==> config.mk <==
export PLATFORM = sky130hd
export DESIGN_NAME = bab_sweep_ctrl_flat
export DESIGN_NICKNAME = d
export VERILOG_FILES = /design/src/rtl/bab_sweep_ctrl_if.sv /design/src/rtl/bab_sweep_ctrl.sv /design/src/flat_wrapper.sv
export SDC_FILE = /design/constraint.sdc
export NUM_CORES = 1
export LEC_CHECK = 0
export ABC_AREA = 1
export BUFFER_PORTS_ARGS = -buffer_cell sky130_fd_sc_hd__buf_2
export CAP_MARGIN = 20
export CORE_UTILIZATION = 55
export DETAILED_ROUTE_END_ITERATION = 10
export MAX_ROUTING_LAYER = met4
export PLACE_DENSITY = 0.82
export SLEW_MARGIN = 40
export SYNTH_ARGS = -nofsm -noshare
export SYNTH_HDL_FRONTEND = slang
export SYNTH_SLANG_ARGS = --single-unit
==> constraint.sdc <==
create_clock -name i_clk -period 2.26 [get_ports i_clk]
set_input_delay 0 -clock i_clk [delete_from_list [all_inputs] [get_ports i_clk]]
set_output_delay 0 -clock i_clk [all_outputs]
set_load 0.1 [all_outputs]
==> src/rtl/bab_sweep_ctrl_if.sv <==
// Start/done handshake between the sweep controller and the bab_2_3_5 datapath.
interface bab_sweep_ctrl_if #(
    parameter int N_W   = 6,
    parameter int VAL_W = 13
);
    logic             dp_clear;
    logic             dp_start;
    logic [N_W-1:0]   dp_n;
    logic             dp_ready;
    logic             dp_done;
    logic [VAL_W-1:0] dp_val;

    modport master (
        output dp_clear, dp_start, dp_n,
        input  dp_ready, dp_done, dp_val
    );

    modport slave (
        input  dp_clear, dp_start, dp_n,
        output dp_ready, dp_done, dp_val
    );
endinterface

==> src/rtl/bab_sweep_ctrl.sv <==
// Sweeps n from 0 to a programmable last value, launching one datapath run per n
// and holding each result on the display for DWELL cycles.
module bab_sweep_ctrl #(
    parameter int N_W     = 6,
    parameter int VAL_W   = 13,
    parameter int DISP_W  = 14,
    parameter int DWELL   = 100_000_000,
    parameter int TIMEOUT = 1_000_000
) (
    input  logic              i_clk,
    input  logic              i_rst_n,
    input  logic              i_start,
    input  logic              i_stop,
    input  logic              i_loop,
    input  logic [N_W-1:0]    i_n_last,
    bab_sweep_ctrl_if.master  dp,
    output logic [DISP_W-1:0] o_disp_val,
    output logic              o_greeting,
    output logic              o_busy,
    output logic              o_err
);
    typedef enum logic [2:0] {
        S_IDLE, S_CLR, S_LAUNCH, S_WAIT, S_DWELL, S_DONE, S_ERR
    } state_t;

    localparam int DW_CW = (DWELL > 1) ? $clog2(DWELL) : 1;
    localparam int TO_CW = (TIMEOUT > 1) ? $clog2(TIMEOUT) : 1;
    localparam logic [DW_CW-1:0]  DWELL_LAST = DW_CW'(DWELL - 1);
    localparam logic [TO_CW-1:0]  TO_LAST    = TO_CW'(TIMEOUT - 1);
    localparam logic [DISP_W-1:0] ERR_CODE   = DISP_W'(9999);

    state_t             state_q, state_d;
    logic [N_W-1:0]     n_q, n_d;
    logic [N_W-1:0]     n_last_q, n_last_d;
    logic [DW_CW-1:0]   dwell_cnt_q, dwell_cnt_d;
    logic [TO_CW-1:0]   tmo_cnt_q, tmo_cnt_d;
    logic [DISP_W-1:0]  disp_val_q, disp_val_d;
    logic               greeting_q, greeting_d;
    logic               dp_clear_q, dp_clear_d;
    logic               dp_start_q, dp_start_d;
    logic               busy_q, busy_d;
    logic               err_q, err_d;
    logic               in_sweep;

    assign in_sweep = (state_q == S_CLR) || (state_q == S_LAUNCH) ||
                      (state_q == S_WAIT) || (state_q == S_DWELL);

    always_comb begin
        // NOTE: every variable gets a default before any branch, so no path can leave one unassigned and infer a latch.
        state_d     = state_q;
        n_d         = n_q;
        n_last_d    = n_last_q;
        dwell_cnt_d = dwell_cnt_q;
        tmo_cnt_d   = tmo_cnt_q;
        disp_val_d  = disp_val_q;
        greeting_d  = greeting_q;
        err_d       = err_q;
        dp_clear_d  = 1'b0;
        dp_start_d  = 1'b0;

        // Stop outranks done and the dwell terminal count; the clear pulse lands on the first IDLE cycle.
        if (in_sweep && i_stop) begin
            state_d    = S_IDLE;
            dp_clear_d = 1'b1;
        end else begin
            case (state_q)
                S_IDLE, S_DONE, S_ERR: begin
                    if (i_start) begin
                        n_last_d   = i_n_last;
                        n_d        = '0;
                        err_d      = 1'b0;
                        dp_clear_d = 1'b1;
                        state_d    = S_CLR;
                    end
                end
                S_CLR: state_d = S_LAUNCH;
                S_LAUNCH: begin
                    if (dp.dp_ready) begin
                        dp_start_d = 1'b1;
                        tmo_cnt_d  = '0;
                        state_d    = S_WAIT;
                    end
                end
                S_WAIT: begin
                    if (dp.dp_done) begin
                        disp_val_d  = DISP_W'(dp.dp_val);
                        greeting_d  = 1'b0;
                        dwell_cnt_d = '0;
                        state_d     = S_DWELL;
                    end else if (tmo_cnt_q == TO_LAST) begin
                        err_d      = 1'b1;
                        disp_val_d = ERR_CODE;
                        state_d    = S_ERR;
                    end else begin
                        tmo_cnt_d = tmo_cnt_q + TO_CW'(1);
                    end
                end
                S_DWELL: begin
                    if (dwell_cnt_q == DWELL_LAST) begin
                        // A loop restart goes straight back to LAUNCH without clearing the datapath.
                        if (n_q < n_last_q) begin
                            n_d     = n_q + N_W'(1);
                            state_d = S_LAUNCH;
                        end else if (i_loop) begin
                            n_d     = '0;
                            state_d = S_LAUNCH;
                        end else begin
                            state_d = S_DONE;
                        end
                    end else begin
                        dwell_cnt_d = dwell_cnt_q + DW_CW'(1);
                    end
                end
                default: state_d = S_IDLE;
            endcase
        end

        busy_d = (state_d == S_CLR) || (state_d == S_LAUNCH) ||
                 (state_d == S_WAIT) || (state_d == S_DWELL);
    end

    // NOTE: sequential state uses non-blocking assignments so every flop samples pre-edge values.
    always_ff @(posedge i_clk or negedge i_rst_n) begin
        if (!i_rst_n) begin
            state_q     <= S_IDLE;
            n_q         <= '0;
            n_last_q    <= '0;
            dwell_cnt_q <= '0;
            tmo_cnt_q   <= '0;
            disp_val_q  <= '0;
            greeting_q  <= 1'b1;
            dp_clear_q  <= 1'b0;
            dp_start_q  <= 1'b0;
            busy_q      <= 1'b0;
            err_q       <= 1'b0;
        end else begin
            state_q     <= state_d;
            n_q         <= n_d;
            n_last_q    <= n_last_d;
            dwell_cnt_q <= dwell_cnt_d;
            tmo_cnt_q   <= tmo_cnt_d;
            disp_val_q  <= disp_val_d;
            greeting_q  <= greeting_d;
            dp_clear_q  <= dp_clear_d;
            dp_start_q  <= dp_start_d;
            busy_q      <= busy_d;
            err_q       <= err_d;
        end
    end

    assign dp.dp_clear = dp_clear_q;
    assign dp.dp_start = dp_start_q;
    assign dp.dp_n     = n_q;
    assign o_disp_val  = disp_val_q;
    assign o_greeting  = greeting_q;
    assign o_busy      = busy_q;
    assign o_err       = err_q;
endmodule

==> src/flat_wrapper.sv <==
// flat-port wrapper written by rule: the top's interface ports become plain ports
module bab_sweep_ctrl_flat 
#(
    parameter int N_W     = 6,
    parameter int VAL_W   = 13,
    parameter int DISP_W  = 14,
    parameter int DWELL   = 100_000_000,
    parameter int TIMEOUT = 1_000_000
)
  (i_clk, i_rst_n, i_start, i_stop, i_loop, i_n_last, o_disp_val, o_greeting, o_busy, o_err, dp_dp_clear, dp_dp_start, dp_dp_n, dp_dp_ready, dp_dp_done, dp_dp_val);
  bab_sweep_ctrl_if #(.N_W(N_W), .VAL_W(VAL_W)) dp_i ();
  input  logic i_clk;
  input  logic i_rst_n;
  input  logic i_start;
  input  logic i_stop;
  input  logic i_loop;
  input  logic [N_W-1:0] i_n_last;
  output logic [DISP_W-1:0] o_disp_val;
  output logic o_greeting;
  output logic o_busy;
  output logic o_err;
  output wire logic [$bits(dp_i.dp_clear)-1:0] dp_dp_clear;
  output wire logic [$bits(dp_i.dp_start)-1:0] dp_dp_start;
  output wire logic [$bits(dp_i.dp_n)-1:0] dp_dp_n;
  input wire logic [$bits(dp_i.dp_ready)-1:0] dp_dp_ready;
  input wire logic [$bits(dp_i.dp_done)-1:0] dp_dp_done;
  input wire logic [$bits(dp_i.dp_val)-1:0] dp_dp_val;
  assign dp_dp_clear = dp_i.dp_clear;
  assign dp_dp_start = dp_i.dp_start;
  assign dp_dp_n = dp_i.dp_n;
  assign dp_i.dp_ready = dp_dp_ready;
  assign dp_i.dp_done = dp_dp_done;
  assign dp_i.dp_val = dp_dp_val;
  bab_sweep_ctrl #(.N_W(N_W), .VAL_W(VAL_W), .DISP_W(DISP_W), .DWELL(DWELL), .TIMEOUT(TIMEOUT)) u_core (.i_clk(i_clk), .i_rst_n(i_rst_n), .i_start(i_start), .i_stop(i_stop), .i_loop(i_loop), .i_n_last(i_n_last), .dp(dp_i), .o_disp_val(o_disp_val), .o_greeting(o_greeting), .o_busy(o_busy), .o_err(o_err));
endmodule
==> results of run 1 <==
-- tightest hold or removal path: stages --
cell and delay [ns]:
sky130_fd_sc_hd__buf_2 0.10, sky130_fd_sc_hd__nand4_1 0.12, sky130_fd_sc_hd__nor2_1 0.13
-- kinds of logic (layout without fill, tap and decap cells) --
logic type,count (synthesis),after routing,share of synthesized area (%)
adder cells (fa/ha/maj),8,8,2.09
buffers and inverters,94,175,8.39
AO/OA/AOI/OAI,83,83,11.3
flip-flops,81,81,42.3
AND/OR/NAND/NOR,344,344,31.8
XOR/XNOR,23,23,4.20
-- Yosys cell counts (all sizes together), types with 6 or more instances --
library cell / number
nand2: 169
nor2: 83
ha: 8
o21ai: 31
xnor2: 7
xor2: 16
nor3: 21
nand4: 18
o31ai: 18
buf: 12
o22a: 7
inv: 79
dfrtp: 80
a22o: 6
nand3: 48
a21oi: 14
-- per-stage QoR --
stage                     power [mW]  utilization [%]  cell area [um^2]  hold slack (ns)  setup slack, ns
final                           6.33             67.1              5590           0.0663            0.202
after CTS                       6.32             66.9              5580           0.0493            0.118
after floorplan                 4.62                -              4800           -0.296          0.00732
after global routing            6.73             67.1              5590           0.0570           0.0238
after global placement          5.09             61.9              5160          -0.0423            0.212
after detailed placement        5.19             61.9              5160          -0.0423            0.146
-- flip-flops by register name, indices dropped and copies added, names as in the netlist, 3 cells and up --
register	cells
u_core.dp.dp_n	6
u_core.tmo_cnt_q	20
u_core.n_last_q	6
u_core.dwell_cnt_q	27
u_core.state_q	3
u_core.o_disp_val	14
-- final cells by class --
cell class / count / area share, %
Clock buffer: 12 / 2.77
Clock inverter: 3 / 0.716
Inverter: 79 / 5.35
Multi-Input combinational cell: 458 / 42.6
Sequential cell: 81 / 36.3
Tap cell: 105 / 2.35
Timing Repair Buffer: 81 / 9.89
-- power groups by stage --
| stage | registers [mW] | clock network, mW | logic [mW] |
|---|---|---|---|
| after global placement | 2.13 | 0 | 2.96 |
| after global routing | 2.18 | 1.16 | 3.39 |
| final | 2.13 | 1.07 | 3.13 |
| after floorplan | 3.20 | 0 | 1.42 |
| after detailed placement | 2.15 | 0 | 3.04 |
| after CTS | 2.13 | 1.10 | 3.10 |
-- repair_timing --
item                                   4_1_cts  5_1_grt
hold buffers                                22        0
gates resized for setup                      0        5
setup endpoints to repair                    0       18
buffers inserted                             0        0
endpoints found under the hold margin      100        0
-- layer usage --
layer  GRT usage (%)  vias up
met4            10.8        0
met3            4.39       31
met1            36.3     2132
li1                -     2219
met5               -        -
met2            48.5      150
-- worst max path at each step --
| stage | start | slack [ns] | to |
|---|---|---|---|
| 6_report | u_core.dwell_cnt_q[0]$_DFFE_PN0P_ | 0.20 | u_core.dwell_cnt_q[6]$_DFFE_PN0P_ |
| 5_1_grt | u_core.dwell_cnt_q[0]$_DFFE_PN0P_ | 0.02 | u_core.dwell_cnt_q[7]$_DFFE_PN0P_ |
| 4_1_cts | u_core.dwell_cnt_q[0]$_DFFE_PN0P_ | 0.12 | u_core.dwell_cnt_q[10]$_DFFE_PN0P_ |
| 3_5_place_dp | u_core.dwell_cnt_q[0]$_DFFE_PN0P_ | 0.15 | u_core.dwell_cnt_q[10]$_DFFE_PN0P_ |
| 3_3_place_gp | u_core.dwell_cnt_q[0]$_DFFE_PN0P_ | 0.21 | u_core.dwell_cnt_q[6]$_DFFE_PN0P_ |
| 2_1_floorplan | u_core.dp.dp_n[2]$_DFFE_PN0P_ | 0.007 | u_core.dp.dp_n[2]$_DFFE_PN0P_ |
==> metrics, run 1 <==
result of the run=finished, final reports clean; DR vias=4532; Sw Pwr=between 3 and 4 mW; Worst Min Path Start=dp_dp_ready; floorplan die width=between 90 and 100 um; total detailed-routing wirelength=roughly 12000 um; critical-path cell list=ha_1 > nand2_1 > nor2_4 > nand2_2 > nor2_2 > nand2_2 > nand2_4 > nand2_2 > nand2_8 > buf_4 > nor3b_1 > nor2_1; Inserted Clock Buffers=9; top routing layer in use=met4; share of post-route cells with drive strength above 1=15.5%; leakage power=2.59 nW; end point of the most critical hold path=u_core.dp.dp_start$_DFF_PN0_; M1 wire length=5130 um; combined area of all synthesized cells=~0.0048 mm^2; final antenna diode count=0; Primary FF master, synth=sky130_fd_sc_hd__dfrtp_1; cell taking the most area after synthesis=sky130_fd_sc_hd__dfrtp_1; clock period minus worst slack=between 2 and 2.5 ns; area enclosed by the die boundary=0.00910 mm^2; Reg area=0.00203 mm^2; maximum clock path buffer count=2; detailed-route wire length per cell=14.5 um; power density of the placed cells=between 1000 and 1500 mW/mm^2; R2R Path End=u_core.dwell_cnt_q[6]$_DFFE_PN0P_; ports placed on the boundary=51; number of enable flip-flop cells after synthesis=0; relative contribution of sequential cells to total power=33.7%; antenna violations before repair=0; global-route congestion overflow total=0; first-pass detailed-route iteration total=5; clock root buffer master=sky130_fd_sc_hd__clkbuf_8; clock sink count=81; Worst Setup End Kind=flop; top fanout value on the critical path=18; total DRC errors in the routed layout=0; worst supply voltage drop on vdd=0.960 mV; placeable core region=between 0.008 and 0.009 mm^2; number of input and output port buffers inserted=50; post-route ant nets=0; number of cells on the critical path=12; worst slew pin tran=0.501 ns; area overhead of the layout relative to synthesis=16.6%; Nets=744; reg2reg path depth=12; final-layout fill cell count=693; commonest cells after routing, fill and taps aside=sky130_fd_sc_hd__nand2_1, sky130_fd_sc_hd__nor2_1, sky130_fd_sc_hd__dfrtp_1; remaining max-slew budget at the tightest pin=66.3%; hold-critical path depth=3; largest cells by area after synthesis=sky130_fd_sc_hd__dfrtp_1, sky130_fd_sc_hd__nand2_1, sky130_fd_sc_hd__nor2_1; detailed-placement wirelength estimate=8540 um; number of cells in the finished layout apart from fillers=a little over 800; CTS H-Tree Depth=3; Crit-path slowest cell=sky130_fd_sc_hd__dfrtp_2; proportion of synthesized chip area in sequential cells=42.3%; synth unique cells=37; MaxCap Viol Count=0; worst flop-to-flop path startpoint=u_core.dwell_cnt_q[0]$_DFFE_PN0P_; relative contribution of the clock network to total power=approximately 17%; fraction of power consumed by combinational cells=49.4%; met3 WL=618 um; startpoint types=flop; Internal=3.14 mW; critical path's top delay family=simple AND/OR/NAND/NOR gates; number of global-route vias before repair=between 4000 and 5000; cell seen most often among critical-path stages=sky130_fd_sc_hd__nand2_2; data required time of the worst path=2.50 ns; switching share of power=between 50 and 60%; path class of the lowest-slack min-delay path=in2reg; highest cell delay on the worst timing path=0.45 ns; clock-pin slew of the registers on the worst-case setup and hold paths=approximately 0.08 ns; post-synthesis instance total=roughly 630; net count after synthesis=667; final sum of negative setup slack=0 ns; worst clock skew on the final layout=about 0.012 ns; pin count of the biggest net entering global routing=between 50 and 60; fraction of post-synthesis cell area in the top cell type by area=41.7%; Tot GR Track Use=29.3%; final setup violation count=0; vias per cell=about 5.5; area used by multi-input combinational logic=0.00238 mm^2; asr flop ratio synth=between 90% and 100%; total met2 wirelength after detailed routing=5870 um; initial standard-cell utilization of the core=57.5%; setup slack, reg-to-reg=0.20 ns; Final Slew Violations=0; Syn. warnings=0; routability-driven placement congestion ratio=0.940; Crit Path Class=reg2reg; TritonCTS clock tree=built; number of failing hold endpoints at the final stage=0; number of synthesized register bits=~80; clock latency of the later-clocked register in the worst-skew pair=0.36 ns; starting DRC count in detailed routing=273; first-pass GRT wire length=19900 um; most common cell after layout, fill and taps aside=sky130_fd_sc_hd__nand2_1; setup repair after global routing missed its margin=no; Buf/Inv on CP=1; fmax=486 MHz; Cells after DPL=~780; post-synthesis average cell area=7.58 um^2; die outline height=95.4 um; signal arrival time at the worst endpoint=2.30 ns; FP Rows=33; ratio of final minimum period to clock period=91.1%
No activity file was read; power rests on OpenSTA's default activity.
==> inputs of run 2 (changes only) <==
==> constraint.sdc (replaced) <==
create_clock -name i_clk -period 2.26 [get_ports i_clk]
set_input_delay 0.452 -clock i_clk [delete_from_list [all_inputs] [get_ports i_clk]]
set_output_delay 0.452 -clock i_clk [all_outputs]
set_load 0.1 [all_outputs]
==> run 2 against run 1 <==
Global-route usage down 0.68 points; critical path depth up 1; clock skew up 0.0055 ns.
==> metrics, run 2 (synthesis gave the netlist of run 1 again) <==
number of global-route vias before repair=4218; global-route congestion overflow total=0; ports placed on the boundary=51; detailed-route wire length per cell=around 15 um; maximum clock path buffer count=2; placeable core region=0.00834 mm^2; worst supply voltage drop on vdd=around 0.95 mV; CTS H-Tree Depth=3; top fanout value on the critical path=21; die outline height=95.4 um; FP Rows=33; met3 Track Usage GR=3.75%; setup repair after global routing missed its margin=no; worst clock skew on the final layout=approximately 0.018 ns; Nets=~730; commonest cells after routing, fill and taps aside=sky130_fd_sc_hd__nand2_1, sky130_fd_sc_hd__dfrtp_1, sky130_fd_sc_hd__nor2_1; path class of the lowest-slack min-delay path=in2async; global routing's busiest layer=met2; Resized cells post-CTS=0; starting DRC count in detailed routing=238; antenna violations before repair=0; Inserted Clock Buffers=9; area enclosed by the die boundary=0.00910 mm^2; final antenna diode count=0; Biggest register=u_core.dwell_cnt_q; vias per cell=between 5 and 6; clock period minus worst slack=between 2 and 2.5 ns; most common cell after layout, fill and taps aside=sky130_fd_sc_hd__nand2_1; Crit Path Class=reg2reg; pin count of the biggest net entering global routing=38; worst slew pin tran=0.482 ns; detailed-placement wirelength estimate=between 8000 and 9000 um; total detailed-routing wirelength=11700 um; initial standard-cell utilization of the core=57.5%; Final Slew Violations=0; hold_buf cts=0; final sum of negative setup slack=0 ns; post-route ant nets=0; total DRC errors in the routed layout=0; ratio of final minimum period to clock period=90.4%; Tot GR Track Use=28.6%; leakage power=roughly 2.5 nW; MaxCap Viol Count=0; number of input and output port buffers inserted=50; first-pass GRT wire length=between 15000 and 20000 um; signal arrival time at the worst endpoint=2.28 ns; final setup violation count=0; data required time of the worst path=2.50 ns; clock root buffer master=sky130_fd_sc_hd__clkbuf_8; clock-pin slew of the registers on the worst-case setup and hold paths=0.09 ns; result of the run=finished, final reports clean; number of failing hold endpoints at the final stage=0; clock latency of the later-clocked register in the worst-skew pair=0.36 ns; floorplan die width=95.4 um; first-pass detailed-route iteration total=5; Worst Setup End Kind=flop; number of flip-flops in the largest register=27; TritonCTS clock tree=built; share of post-route cells with drive strength above 1=between 15 and 20%; DR vias=between 4000 and 5000; power density of the placed cells=1190 mW/mm^2; fmax=490 MHz; PnR Total Power=between 6 and 7 mW; remaining max-slew budget at the tightest pin=around two thirds; clock sink count=between 80 and 90; met2 routing resource usage after global routing=a little under half; routability-driven placement congestion ratio=0.961; area overhead of the layout relative to synthesis=13.0%; global-route track usage on met1=about 36%; buffers inserted during post-CTS setup optimization=0; startpoint types=flop
[run 2: area by class of cell]
class / instances / area [um^2]
Multi-Input combinational cell: 458 / 2390
Clock inverter: 3 / 65.1
Sequential cell: 81 / 2030
Fill cell: 723 / 2920
Tap cell: 105 / 131
Timing Repair Buffer: 62 / 343
Clock buffer: 13 / 159
Inverter: 79 / 299
[run 2: worst max-delay path: stages, from the launching register on]
cell and delay [ns]:
sky130_fd_sc_hd__dfrtp_2 0.42, sky130_fd_sc_hd__ha_1 0.18, sky130_fd_sc_hd__nand2_1 0.10, sky130_fd_sc_hd__nor2_4 0.16
sky130_fd_sc_hd__nand2_4 0.10, sky130_fd_sc_hd__nor2_2 0.13, sky130_fd_sc_hd__nand2_2 0.08, sky130_fd_sc_hd__nand2_4 0.08
sky130_fd_sc_hd__nand2_2 0.09, sky130_fd_sc_hd__nand2_8 0.16, sky130_fd_sc_hd__buf_4 0.20, sky130_fd_sc_hd__nor2_1 0.05
sky130_fd_sc_hd__o21ai_1 0.12, sky130_fd_sc_hd__nor2_1 0.05
[run 2: routing by layer]
| metal | vias up | wire, um |
|---|---|---|
| met5 | - | 0 |
| met4 | 0 | 284 |
| met3 | 21 | 552 |
| met2 | 134 | 5720 |
| met1 | 2080 | 5100 |
| li1 | 2186 | - |
[run 2: path summary, 6_finish.rpt]
| path | cells after the start | to | from | slack [ns] |
|---|---|---|---|---|
| max | 13 | u_core.dwell_cnt_q[6]$_DFFE_PN0P_ | u_core.dwell_cnt_q[0]$_DFFE_PN0P_ | 0.22 |
| min | 1 | u_core.tmo_cnt_q[4]$_DFFE_PN0P_ | i_rst_n | 0.05 |
| max reg2reg | 13 | u_core.dwell_cnt_q[6]$_DFFE_PN0P_ | u_core.dwell_cnt_q[0]$_DFFE_PN0P_ | 0.22 |
| min reg2reg | 2 | u_core.o_greeting$_DFFE_PN1P_ | u_core.o_greeting$_DFFE_PN1P_ | 0.46 |
| max in group asynchronous | 2 | u_core.tmo_cnt_q[7]$_DFFE_PN0P_ | i_rst_n | 1.60 |
| min in group i_clk | 3 | u_core.n_last_q[0]$_DFFE_PN0P_ | i_n_last[0] | 0.28 |
[run 2: per-stage QoR]
stage               setup WS, ns  instance area (um^2)  instances  hold WS [ns]  utilization (%)
global placement           0.185                  5170        785         0.429             62.0
finish                     0.217                  5430        801        0.0510             65.0
global route              0.0222                  5430        801        0.0842             65.0
CTS                       0.0478                  5400        801        0.0614             64.7
detailed placement        0.0801                  5170        785         0.446             62.0
floorplan                0.00732                  4800        633         0.156                -
[run 2: power by group]
part           internal, mW  switching, mW  leakage, nW  total, mW
Clock                 0.683          0.529        0.114       1.21
Sequential             1.84          0.300         1.06       2.14
Combinational         0.683           2.39         1.37       3.08
==> inputs of run 3 (changes only) <==
--- a/config.mk
+++ b/config.mk
@@ -8,6 +8,7 @@
 export ABC_AREA = 1
 export BUFFER_PORTS_ARGS = -buffer_cell sky130_fd_sc_hd__buf_2
 export CAP_MARGIN = 20
+export CORE_MARGIN = 8
 export CORE_UTILIZATION = 55
 export DETAILED_ROUTE_END_ITERATION = 10
 export MAX_ROUTING_LAYER = met4
==> constraint.sdc (replaced) <==
create_clock -name i_clk -period 2.55 [get_ports i_clk]
set_input_delay 0.51 -clock i_clk [delete_from_list [all_inputs] [get_ports i_clk]]
set_output_delay 0.51 -clock i_clk [all_outputs]
set_load 0.1 [all_outputs]
==> run 3 against run 2 <==
Power shrank 15%; hold slack gained 0.089 ns; clock skew shrank 0.0025 ns; combinational power shrank 12%; core utilization shrank 3.2 points; critical path depth grew 1; first-iteration DRC count shrank 23%; clock power shrank 31%; via count shrank 0.45%; maximum frequency shrank 8.5%; count of clock-buffer cells in the layout shrank 2; sequential share of layout area grew 0.71 points; critical path type unchanged; critical endpoint is now u_core.dwell_cnt_q[10]$_DFFE_PN0P_; largest cell class unchanged; largest power group unchanged.
==> metrics, run 3 (synthesis gave the netlist of run 1 again) <==
result of the run=finished, final reports clean; number of failing hold endpoints at the final stage=0; clock sink count=81; commonest cells after routing, fill and taps aside=sky130_fd_sc_hd__nand2_1, sky130_fd_sc_hd__dfrtp_1, sky130_fd_sc_hd__nor2_1; worst clock skew on the final layout=0.0151 ns; CTS H-Tree Depth=3; fmax=448 MHz; area overhead of the layout relative to synthesis=10.7%; first-pass detailed-route iteration total=5; worst supply voltage drop on vdd=0.924 mV; clock-pin slew of the registers on the worst-case setup and hold paths=0.09 ns; worst setup timing slack at the placement stage=0.345 ns; TritonCTS clock tree=built; maximum clock path buffer count=2; global-route congestion overflow total=0; detailed-placement wirelength estimate=9020 um; timing startpoint of the critical path=u_core.dwell_cnt_q[0]$_DFFE_PN0P_; Reg area=just over 0.002 mm^2; leakage power=between 2 and 2.5 nW; Worst Setup End Kind=flop; cell seen most often among critical-path stages=sky130_fd_sc_hd__nand2_1; floorplan die width=109 um; worst slew pin tran=0.541 ns; FP Rows=34; share of post-route cells with drive strength above 1=between 10% and 20%; die outline height=109 um; path class of the lowest-slack min-delay path=in2async; critical path's top delay family=simple AND/OR/NAND/NOR gates; clock period minus worst slack=2.23 ns; ratio of final minimum period to clock period=87.6%; antenna violations before repair=0; post-route ant nets=0; final antenna diode count=0; final instance area=approximately 0.0053 mm^2; Resized cells post-CTS=0; clock latency of the later-clocked register in the worst-skew pair=0.35 ns; area used by multi-input combinational logic=0.00237 mm^2; critical-path cell list=ha_1 > nand2_1 > nor2_2 > nand2_2 > nor2_2 > nand2_2 > nand2_4 > nand2_2 > nand2_4 > inv_2 > nand2_1 > nand2_1 > nand2_1 > nor2_1; number of input and output port buffers inserted=50; vias per cell=5.51; most common cell after layout, fill and taps aside=sky130_fd_sc_hd__nand2_1; Biggest register=u_core.dwell_cnt_q; final worst slack=0.317 ns; area enclosed by the die boundary=around 0.012 mm^2; first-pass GRT wire length=20300 um; Inserted Clock Buffers=9; Buf/Inv on CP=1; Crit Path Class=reg2reg; power density of the placed cells=1020 mW/mm^2; starting DRC count in detailed routing=183; ports placed on the boundary=51; MaxCap Viol Count=0; Tot GR Track Use=21.8%; clock root buffer master=sky130_fd_sc_hd__clkbuf_8; setup slack, reg-to-reg=0.32 ns; final setup violation count=0; number of cells on the critical path=14; top fanout value on the critical path=24; Nets=720; placed cell area=approximately 0.0051 mm^2; setup repair after global routing missed its margin=no; reg2reg path depth=14; number of flip-flops in the largest register=27; worst flop-to-flop path startpoint=u_core.dwell_cnt_q[0]$_DFFE_PN0P_; remaining max-slew budget at the tightest pin=64.0%; final-layout fill cell count=~830; buffers inserted during post-CTS setup optimization=0; PnR Total Power=5.44 mW; total DRC errors in the routed layout=0; initial standard-cell utilization of the core=a little under three fifths; number of global-route vias before repair=4378; Cells after DPL=783; hold_buf cts=0; number of cells in the finished layout apart from fillers=799; startpoint types=flop; Crit-path slowest cell=sky130_fd_sc_hd__dfrtp_1; R2R Path End=u_core.dwell_cnt_q[10]$_DFFE_PN0P_; Min Hold Slack=0.140 ns; data required time of the worst path=2.80 ns; detailed-route wire length per cell=15.0 um; routability-driven placement congestion ratio=about 0.93; final sum of negative setup slack=0 ns; total detailed-routing wirelength=12000 um; DR vias=4401; placeable core region=0.00859 mm^2; Final Slew Violations=0; signal arrival time at the worst endpoint=2.48 ns; utilization of the core after routing=between 60% and 70%; pin count of the biggest net entering global routing=41; highest cell delay on the worst timing path=roughly 0.45 ns; critical path capture point=u_core.dwell_cnt_q[10]$_DFFE_PN0P_
## run 3: cell types whose count changed in the layout (fill, tap and decap cells not counted), sizes merged
| cell | before | now |
|---|---|---|
| clkinv | 1 | 2 |
| clkinvlp | 0 | 2 |
| bufinv | 2 | 0 |
| inv | 79 | 80 |
| buf | 62 | 57 |
| clkbuf | 13 | 11 |
## run 3: layout make-up
class / instances / area share [%]
clock buffer: 11 / 2.47
inverter: 79 / 5.58
sequential: 81 / 38.2
timing repair buffer: 57 / 5.98
tap: 108 / 2.54
clock inverter: 5 / 0.636
multi-input combinational: 458 / 44.6
## run 3: metal layers
metal	vias to the layer above	global-route usage [%]	wire length, um
li1	2170	-	-
met3	17	3.69	575
met4	0	6.65	196
met5	-	-	0
met2	128	36.8	6090
met1	2086	26.0	5120
## run 3: how the worst min path moves through the flow
stage | from | end | slack, ns | depth (start not counted)
finish | i_rst_n | u_core.o_disp_val[5]$_DFFE_PN0P_ | 0.14 | 1
global route | i_rst_n | u_core.o_disp_val[4]$_DFFE_PN0P_ | 0.16 | 1
CTS | i_rst_n | u_core.o_disp_val[0]$_DFFE_PN0P_ | 0.15 | 1
detailed placement | u_core.o_greeting$_DFFE_PN1P_ | u_core.o_greeting$_DFFE_PN1P_ | 0.43 | 2
global placement | u_core.o_greeting$_DFFE_PN1P_ | u_core.o_greeting$_DFFE_PN1P_ | 0.43 | 2
floorplan | i_rst_n | u_core.dp.dp_clear$_DFF_PN0_ | 0.21 | 0
## run 3: worst register-to-register path: cells and delay by family, from the launching register on
kind / cells / cell delay, ns
flops: 1 / 0.45
simple gates: 12 / 1.26
fa+ha+maj: 1 / 0.21
buf+inv: 1 / 0.21
## run 3: where the power goes
| group | internal [mW] | switching [mW] | total (mW) |
|---|---|---|---|
| logic | 0.593 | 2.11 | 2.70 |
| registers | 1.63 | 0.265 | 1.89 |
| clock network | 0.355 | 0.486 | 0.840 |
| total | 2.58 | 2.86 | 5.44 |
